`src/rtl/rsc_term_encoder.sv`:
```
`default_nettype none
// ============================================================================
// rsc_term_encoder : recursive systematic convolutional encoder, trellis-terminated
// Rev 1.0
// ============================================================================
module rsc_term_encoder #(
  parameter int           MEM   = 3,
  parameter logic [MEM:0] G_FB  = 4'b1101,
  parameter logic [MEM:0] G_FF  = 4'b1011,
  parameter int           LEN_W = 13
) (
  input  logic             clk,
  input  logic             rst,
  input  logic             start,
  input  logic [LEN_W-1:0] blk_len,
  input  logic             din_valid,
  input  logic             din,
  output logic             din_ready,
  output logic             dout_valid,
  output logic             sys_out,
  output logic             par_out,
  output logic             tail_flag,
  output logic             done,
  output logic             busy
);

  typedef enum logic [1:0] {
    ST_IDLE = 2'd0,
    ST_DATA = 2'd1,
    ST_TAIL = 2'd2
  } state_t;

  localparam logic [LEN_W-1:0] c_len_one   = LEN_W'(1);
  localparam logic [2:0]       c_tail_last = 3'(MEM - 1);

  state_t           state_q, state_d;
  logic [MEM:1]     s_q, s_d;
  logic [LEN_W-1:0] len_q, len_d, cnt_q, cnt_d;
  logic [2:0]       tcnt_q, tcnt_d;
  logic             dv_q, dv_d, sys_q, sys_d, par_q, par_d, tail_q, tail_d, done_q, done_d;
  logic             fb, x, a, z;

  // In TAIL the input is the feedback itself, which drives a to zero and flushes s.
  always_comb begin
    fb = ^(G_FB[MEM:1] & s_q);
    x  = (state_q == ST_TAIL) ? fb : din;
    a  = x ^ fb;
    z  = (G_FF[0] & a) ^ (^(G_FF[MEM:1] & s_q));
  end

  always_comb begin
    state_d = state_q;
    s_d     = s_q;
    len_d   = len_q;
    cnt_d   = cnt_q;
    tcnt_d  = tcnt_q;
    dv_d    = 1'b0;
    sys_d   = 1'b0;
    par_d   = 1'b0;
    tail_d  = 1'b0;
    done_d  = 1'b0;
    case (state_q)
      ST_IDLE: begin
        if (start) begin
          len_d   = blk_len;
          s_d     = '0;
          cnt_d   = '0;
          tcnt_d  = '0;
          state_d = (blk_len == '0) ? ST_TAIL : ST_DATA;
        end
      end
      ST_DATA: begin
        if (din_valid) begin
          s_d   = {s_q[MEM-1:1], a};
          dv_d  = 1'b1;
          sys_d = din;
          par_d = z;
          cnt_d = cnt_q + c_len_one;
          if (cnt_q + c_len_one == len_q) begin
            state_d = ST_TAIL;
          end
        end
      end
      ST_TAIL: begin
        s_d    = {s_q[MEM-1:1], a};
        dv_d   = 1'b1;
        sys_d  = fb;
        par_d  = z;
        tail_d = 1'b1;
        tcnt_d = tcnt_q + 3'd1;
        if (tcnt_q == c_tail_last) begin
          state_d = ST_IDLE;
          done_d  = 1'b1;
        end
      end
      default: state_d = ST_IDLE;
    endcase
  end

  always_ff @(posedge clk) begin
    if (rst) begin
      state_q <= ST_IDLE;
      s_q     <= '0;
      len_q   <= '0;
      cnt_q   <= '0;
      tcnt_q  <= '0;
      dv_q    <= 1'b0;
      sys_q   <= 1'b0;
      par_q   <= 1'b0;
      tail_q  <= 1'b0;
      done_q  <= 1'b0;
    end else begin
      state_q <= state_d;
      s_q     <= s_d;
      len_q   <= len_d;
      cnt_q   <= cnt_d;
      tcnt_q  <= tcnt_d;
      dv_q    <= dv_d;
      sys_q   <= sys_d;
      par_q   <= par_d;
      tail_q  <= tail_d;
      done_q  <= done_d;
    end
  end

  // Outputs are held low for the whole time rst is asserted, not only after the edge.
  assign din_ready  = (state_q == ST_DATA) & ~rst;
  assign busy       = (state_q != ST_IDLE) & ~rst;
  assign dout_valid = dv_q & ~rst;
  assign sys_out    = sys_q & ~rst;
  assign par_out    = par_q & ~rst;
  assign tail_flag  = tail_q & ~rst;
  assign done       = done_q & ~rst;

endmodule
`default_nettype wire

```
`config.mk`:
```
export PLATFORM = sky130hd
export DESIGN_NAME = rsc_term_encoder
export DESIGN_NICKNAME = d
export VERILOG_FILES = /design/src/rtl/rsc_term_encoder.sv
export SDC_FILE = /design/constraint.sdc
export NUM_CORES = 1
export LEC_CHECK = 0
export BUFFER_PORTS_ARGS = -buffer_cell sky130_fd_sc_hd__buf_2
export CORE_MARGIN = 2
export CORE_UTILIZATION = 55
export DETAILED_ROUTE_END_ITERATION = 10
export PLACE_DENSITY = 0.76
export SYNTH_ARGS = -nofsm -noshare
export SYNTH_HDL_FRONTEND = slang
export SYNTH_SLANG_ARGS = --single-unit
```
`constraint.sdc`:
```
create_clock -name clk -period 4.7 [get_ports clk]
set_input_delay 0.235 -clock clk [delete_from_list [all_inputs] [get_ports clk]]
set_output_delay 0.235 -clock clk [all_outputs]
set_load 0.005 [all_outputs]
```
==> flow_summary_export.csv, run 1 <==
group,metric,value,unit
detailed_routing,finalWirelength,4.53,mm
timing,slew_viol_final,0,
setup_path,cp_max_fo,8,
die,rows,23,
grt,grt_pass1_wl,7.91,mm
timing,hold_viol,0,
grt,grt_max_degree,40,
detailed_routing,wl_per_cell,13.0,µm
power_and_ir_drop,vdd_drop_max,314,µV
final_layout,fill_cells,375,
timing,rsz0062_at_grt,"no",
final_layout,antennaDiodeCount,0,
power_and_ir_drop,power,944,µW
detailed_routing,drtIter0Drc,97,
placement,portBuffers,24,
synth,yosysWarningCount,0,
placement,place_ws,2320,ps
power_and_ir_drop,switching_share,0.369,
timing,finalCriticalPeriod,2410,ps
clock_network,cts_setup_buffers,0,
synth,ys_dominant_reg_cell,"dfxtp_1",
synth,synth-edff-count,0,
final_layout,seq_area,781,µm²
setup_path,critical_path_class,"reg -> reg",
setup_path,endpoint_kind,"register",
timing,max_freq,415,MHz
die,fp.dieW,68.0,µm
final_layout,fin_cells,348,
power_and_ir_drop,power_density,393,nW/µm²
timing,period_share,0.513,
status,status,"completed",
clock_network,clkSlewWorstSetupHoldPaths,80,ps
timing,slew_headroom,0.554,
setup_path,start_kind,"register",
run,drv_cap,0,
grt,gr-total-overflow,0,
timing,skew,7.14,ps
synth,yosysUniqueCellTypes,48,
power_and_ir_drop,p_leak,0.939,nW
detailed_routing,ant_nets,0,
detailed_routing,drtPass1Iterations,4,
synth,synth-seq-cells,39,
timing,worst_slack,2290,ps
detailed_routing,drcViolationCount,0,
clock_network,cts_sinks,39,
power_and_ir_drop,power.switching,348,µW
final_layout,drive_above_1_share,0.141,
clock_network,cts-root-buf,"clkbuf_8",
clock_network,cts-buffers-inserted,5,
synth,syn_area,2250,µm²
timing,setup_viol,0,
power_and_ir_drop,clockPowerShare,0.236,
die,io_pins,25,
grt,grt_pass1_vias,1760,
placement,dp.cells,340,
grt,track_usage,0.227,
final_layout,num-nets-final,322,
die,start_util,0.566,
die,coreArea,3970,µm²
placement,gp_congestion,0.827,
power_and_ir_drop,p_int,595,µW
timing,tightest_slew,668,ps
die,dieArea,4620,µm²
final_layout,syn_to_final_growth,6.73,%
worst_hold_path,hold_path.class,"in -> reg",
detailed_routing,viasPerCell,5.65,
power_and_ir_drop,p_seq_frac,0.422,
final_layout,multi_input_area,1320,µm²
clock_network,hold_buffers,0,
grt,antenna_found_initial,0,
die,die_h,68.0,µm
clock_network,h-tree-depth,2,
clock_network,cts_tree,"built",
clock_network,cts_resized,0,
clock_network,clock_path_buffers,2,
placement,dpl.hpwl,3.35,mm
synth,synth_async_sr_flop_share,0,
synth,yosysSeqAreaShare,0.347,
synth,avgSynthCellArea,7.95,µm²
setup_path,cp.required,4900,ps
timing,setup_tns,0,ps
detailed_routing,vias,1967,
synth,synth_nets,308,
clock_network,clock_latency,290,ps
power_and_ir_drop,combPwrFrac,0.342,
synth,synthCells,283,
setup_path,arrival,2610,ps
==> synthesized netlist by cell type (3+ instances only) <==
cell | number | area (µm²)
mux2i_1 | 3 | 30.0
nand4_1 | 4 | 25.0
xor2_1 | 12 | 105
clkbuf_1 | 7 | 26.3
buf_6 | 5 | 56.3
or2_2 | 3 | 18.8
a21oi_1 | 28 | 140
or3_1 | 3 | 18.8
dfxtp_1 | 39 | 781
nor2_1 | 22 | 82.6
o21ai_0 | 22 | 110
nor3_1 | 3 | 15.0
ha_1 | 7 | 87.6
nor2b_1 | 10 | 62.6
buf_2 | 3 | 15.0
xnor2_1 | 10 | 87.6
a31oi_1 | 3 | 18.8
inv_1 | 8 | 30.0
nand2b_1 | 4 | 25.0
nand2_1 | 37 | 139
nand3_1 | 14 | 70.1
==> metrics by stage <==
stage	cell area [µm²]	hold WS (ps)	util
floorplan	2250	368	-
global placement	2310	456	0.582
detailed placement	2310	462	0.582
CTS	2400	176	0.605
global route	2400	187	0.605
finish	2400	183	0.605
==> path summary, 6_finish.rpt <==
| path | startpoint | end | slack, ps | depth (start not counted) |
|---|---|---|---|---|
| max reg2reg | cnt_q[0] | state_q[1] | 2290 | 7 |
| min reg2reg | len_q[8] | len_q[8] | 470 | 2 |
| min | blk_len[2] | len_q[2] | 180 | 3 |
| max | cnt_q[0] | state_q[1] | 2290 | 7 |
==> worst max-delay path, cell delays in order, from the launching register on <==
cell and delay, ps:
dfxtp_1 470, ha_1 330, nand3_1 230, nor4b_1 400
o2111ai_1 160, nor4_2 330, nand3_1 130, a311oi_1 280
==> flip-flops by register name, summed over array words and instances, names as in the netlist <==
register / flops
dv_q: 1
sys_q: 1
par_q: 1
len_q: 13
cnt_q: 13
state_q: 2
tcnt_q: 3
done_q: 1
tail_q: 1
s_q: 3
==> metal layers <==
metal  global-route usage  up-vias  wire (µm)
met3               0.0510        7        214
met1                0.314      893       2270
met4               0.0900        0         97
met2                0.340       52       1940
met5                    0        -          0
li1                     -     1015          -
==> kinds of logic after synthesis <==
group | after synthesis | share of synthesized area
flops | 39 | 0.347
buf+inv | 25 | 0.0667
fa+ha+maj | 7 | 0.0389
simple gates | 117 | 0.262
xor+xnor | 22 | 0.0856
mux | 3 | 0.0133
compound gates | 70 | 0.186
==> power by group through the flow <==
stage | combinational, mW | clock, mW | sequential (mW)
floorplan | 0.257 | 0 | 0.398
global placement | 0.315 | 0 | 0.404
detailed placement | 0.319 | 0 | 0.406
CTS | 0.322 | 0.230 | 0.399
global route | 0.367 | 0.244 | 0.403
finish | 0.322 | 0.222 | 0.399
==> cell usage in the layout (no fill, tap or decap), types with 7 or more instances in the layout <==
| cell | instances |
|---|---|
| dfxtp_1 | 39 |
| nand2_1 | 37 |
| a21oi_1 | 28 |
| buf_2 | 24 |
| nor2_1 | 22 |
| o21ai_0 | 22 |
| nand3_1 | 14 |
| xor2_1 | 12 |
| nor2b_1 | 10 |
| xnor2_1 | 10 |
| inv_1 | 8 |
| ha_1 | 7 |
==> layout make-up <==
type                       instances  area share
clock buffer                       5      0.0287
clock inverter                     3     0.00834
inverter                           8      0.0125
multi-input combinational        219       0.549
sequential                        39       0.325
tap                               50      0.0261
timing repair buffer              24      0.0500
Note: power is estimated with default switching activity, not from simulation.
==> inputs of run 2 (changes only) <==
--- a/config.mk
+++ b/config.mk
@@ -7,9 +7,9 @@
 export LEC_CHECK = 0
 export BUFFER_PORTS_ARGS = -buffer_cell sky130_fd_sc_hd__buf_2
 export CORE_MARGIN = 2
-export CORE_UTILIZATION = 55
+export CORE_UTILIZATION = 52
 export DETAILED_ROUTE_END_ITERATION = 10
-export PLACE_DENSITY = 0.76
+export PLACE_DENSITY = 0.75
 export SYNTH_ARGS = -nofsm -noshare
 export SYNTH_HDL_FRONTEND = slang
 export SYNTH_SLANG_ARGS = --single-unit
==> constraint.sdc (replaced) <==
create_clock -name clk -period 2.1 [get_ports clk]
set_input_delay 0.105 -clock clk [delete_from_list [all_inputs] [get_ports clk]]
set_output_delay 0.105 -clock clk [all_outputs]
set_load 0.005 [all_outputs]
==> run 2 against run 1 <==
  * Clock-buffer cell count is 1 higher
  * Critical path depth unchanged
  * Via count is 2.0% higher
  * Setup slack worse by 2200 ps
  * Non-clock buffer count grew 15
  * Largest power group unchanged
==> flow_summary_export.csv, run 2 (synthesis gave the netlist of run 1 again) <==
group,metric,value,unit
final_layout,fin_area,2520,µm²
timing,slew_viol_final,0,
placement,dp.cells,355,
timing,setup_viol,0,
timing,rsz0062_at_grt,"yes",
detailed_routing,finalWirelength,4.83,mm
timing,worst_slack,92.2,ps
placement,portBuffers,24,
final_layout,fill_cells,368,
die,fp.dieW,69.8,µm
setup_path,cp.required,2300,ps
timing,max_freq,498,MHz
clock_network,clock_latency,300,ps
clock_network,clock_path_buffers,2,
clock_network,cts_setup_buffers,0,
power_and_ir_drop,power_density,882,nW/µm²
worst_hold_path,hold_start,"blk_len[0]",
die,die_h,69.8,µm
clock_network,cts_sinks,39,
timing,tightest_slew,403,ps
clock_network,cts_tree,"built",
final_layout,antennaDiodeCount,0,
power_and_ir_drop,p_leak,1.01,nW
final_layout,final_cell_mix,"dfxtp_1 (38), nand2_1 (37), a21oi_1 (28), buf_2 (24), o21ai_0 (21)",
setup_path,rrSetupSlack,90,ps
placement,gp_congestion,0.932,
die,io_pins,25,
placement,place_ws,-18.1,ps
clock_network,hold_buffers,0,
timing,slew_headroom,0.731,
timing,period_share,0.956,
timing,finalCriticalPeriod,2010,ps
clock_network,cts-root-buf,"clkbuf_8",
die,coreArea,4090,µm²
timing,hold_viol,0,
die,rows,23,
grt,grt_max_degree,31,
run,drv_cap,0,
clock_network,h-tree-depth,2,
setup_path,crit_path_cell_trace,"and4_2 -> buf_4 -> a221oi_1 -> a41oi_1 -> o22ai_1 -> nand3_1 -> a311oi_1",
setup_path,cp_top_family,"compound AO/OA/AOI/OAI gates",
timing,holdWs,52.3,ps
detailed_routing,drtIter0Drc,94,
placement,postPlaceCellArea,2420,µm²
setup_path,critPathMaxStageDelay,390,ps
final_layout,final_common_cell,"dfxtp_1",
final_layout,fin_cells,363,
worst_hold_path,hold_end,"len_q[0]",
detailed_routing,wl_met1,2.31,mm
setup_path,cp_max_fo,8,
worst_hold_path,hold_path.class,"in -> reg",
final_layout,drive_above_1_share,0.195,
placement,dpl.hpwl,3.62,mm
detailed_routing,met3_wirelength,276,µm
final_layout,num-nets-final,337,
setup_path,critical_path_class,"reg -> reg",
die,dieArea,4870,µm²
setup_path,arrival,2210,ps
detailed_routing,ant_nets,0,
timing,skew,4.65,ps
setup_path,start_kind,"register",
final_layout,reg_top3,"cnt_q x13, len_q x13",
worst_hold_path,holdPathStages,3,
detailed_routing,wl_met2,2.16,mm
power_and_ir_drop,vdd_drop_max,542,µV
clock_network,clkSlewWorstSetupHoldPaths,80,ps
setup_path,endpoint_kind,"register",
clock_network,cts-buffers-inserted,5,
detailed_routing,drcViolationCount,0,
detailed_routing,drtPass1Iterations,4,
setup_path,rr_worst_depth,7,
detailed_routing,viasPerCell,5.53,
grt,antenna_found_initial,0,
grt,track_usage,0.219,
setup_path,r2r_end,"state_q[1]",
die,start_util,0.551,
grt,grt_pass1_wl,8.51,mm
setup_path,path_buf_inv,1,
setup_path,crit_cells,7,
grt,gr-total-overflow,0,
power_and_ir_drop,power,2.23,mW
final_layout,syn_to_final_growth,12.2,%
setup_path,critPathSlowestCell,"dfxtp_1",
status,status,"completed",
setup_path,r2r_start,"cnt_q[3]",
detailed_routing,wl_per_cell,13.3,µm
grt,grt_pass1_vias,1865,
detailed_routing,top_layer_used,"met4",
detailed_routing,vias,2007,
==> run 2: tightest hold or removal path, stage by stage <==
cell	delay [ps]
buf_2	100
nand2_1	50
a21oi_1	50
==> run 2: per-layer routing <==
metal | vias up | track usage
met2 | 48 | 0.339
met1 | 910 | 0.294
met4 | 0 | 0.0855
li1 | 1043 | -
met3 | 6 | 0.0523
met5 | - | 0
==> run 2: layout make-up <==
class	instances	area, µm²	share of cell area
multi-input combinational	219	1330	0.528
sequential	39	782	0.310
timing repair buffer	39	233	0.0922
clock buffer	6	72.6	0.0288
tap	50	62.6	0.0248
clock inverter	2	12.5	0.00496
inverter	8	30.0	0.0119
==> run 2: what timing repair did <==
item,in CTS,in global routing
setup endpoints to repair,1,8
pin swaps,1,0
resized for setup,0,7
==> run 2: worst max path at each step <==
| stage | start | to | slack (ps) |
|---|---|---|---|
| after global placement | state_q[0] | state_q[1] | 80 |
| after CTS | cnt_q[1] | state_q[1] | 60 |
| after detailed placement | state_q[0] | state_q[1] | -20 |
| after global routing | cnt_q[1] | state_q[1] | -60 |
| after floorplan | cnt_q[0] | state_q[1] | 80 |
| final | cnt_q[3] | state_q[1] | 90 |
==> run 2: power by group <==
group          internal (mW)  switching (mW)  leakage [nW]
clock network          0.232           0.268        0.0412
logic                  0.354           0.482         0.654
registers              0.826          0.0655         0.317
==> run 2: per-stage QoR <==
stage	util	setup TNS (ps)
after global routing	0.618	-56.0
after CTS	0.614	0
final	0.618	0
after detailed placement	0.593	-18.1
after floorplan	-	0
after global placement	0.593	0
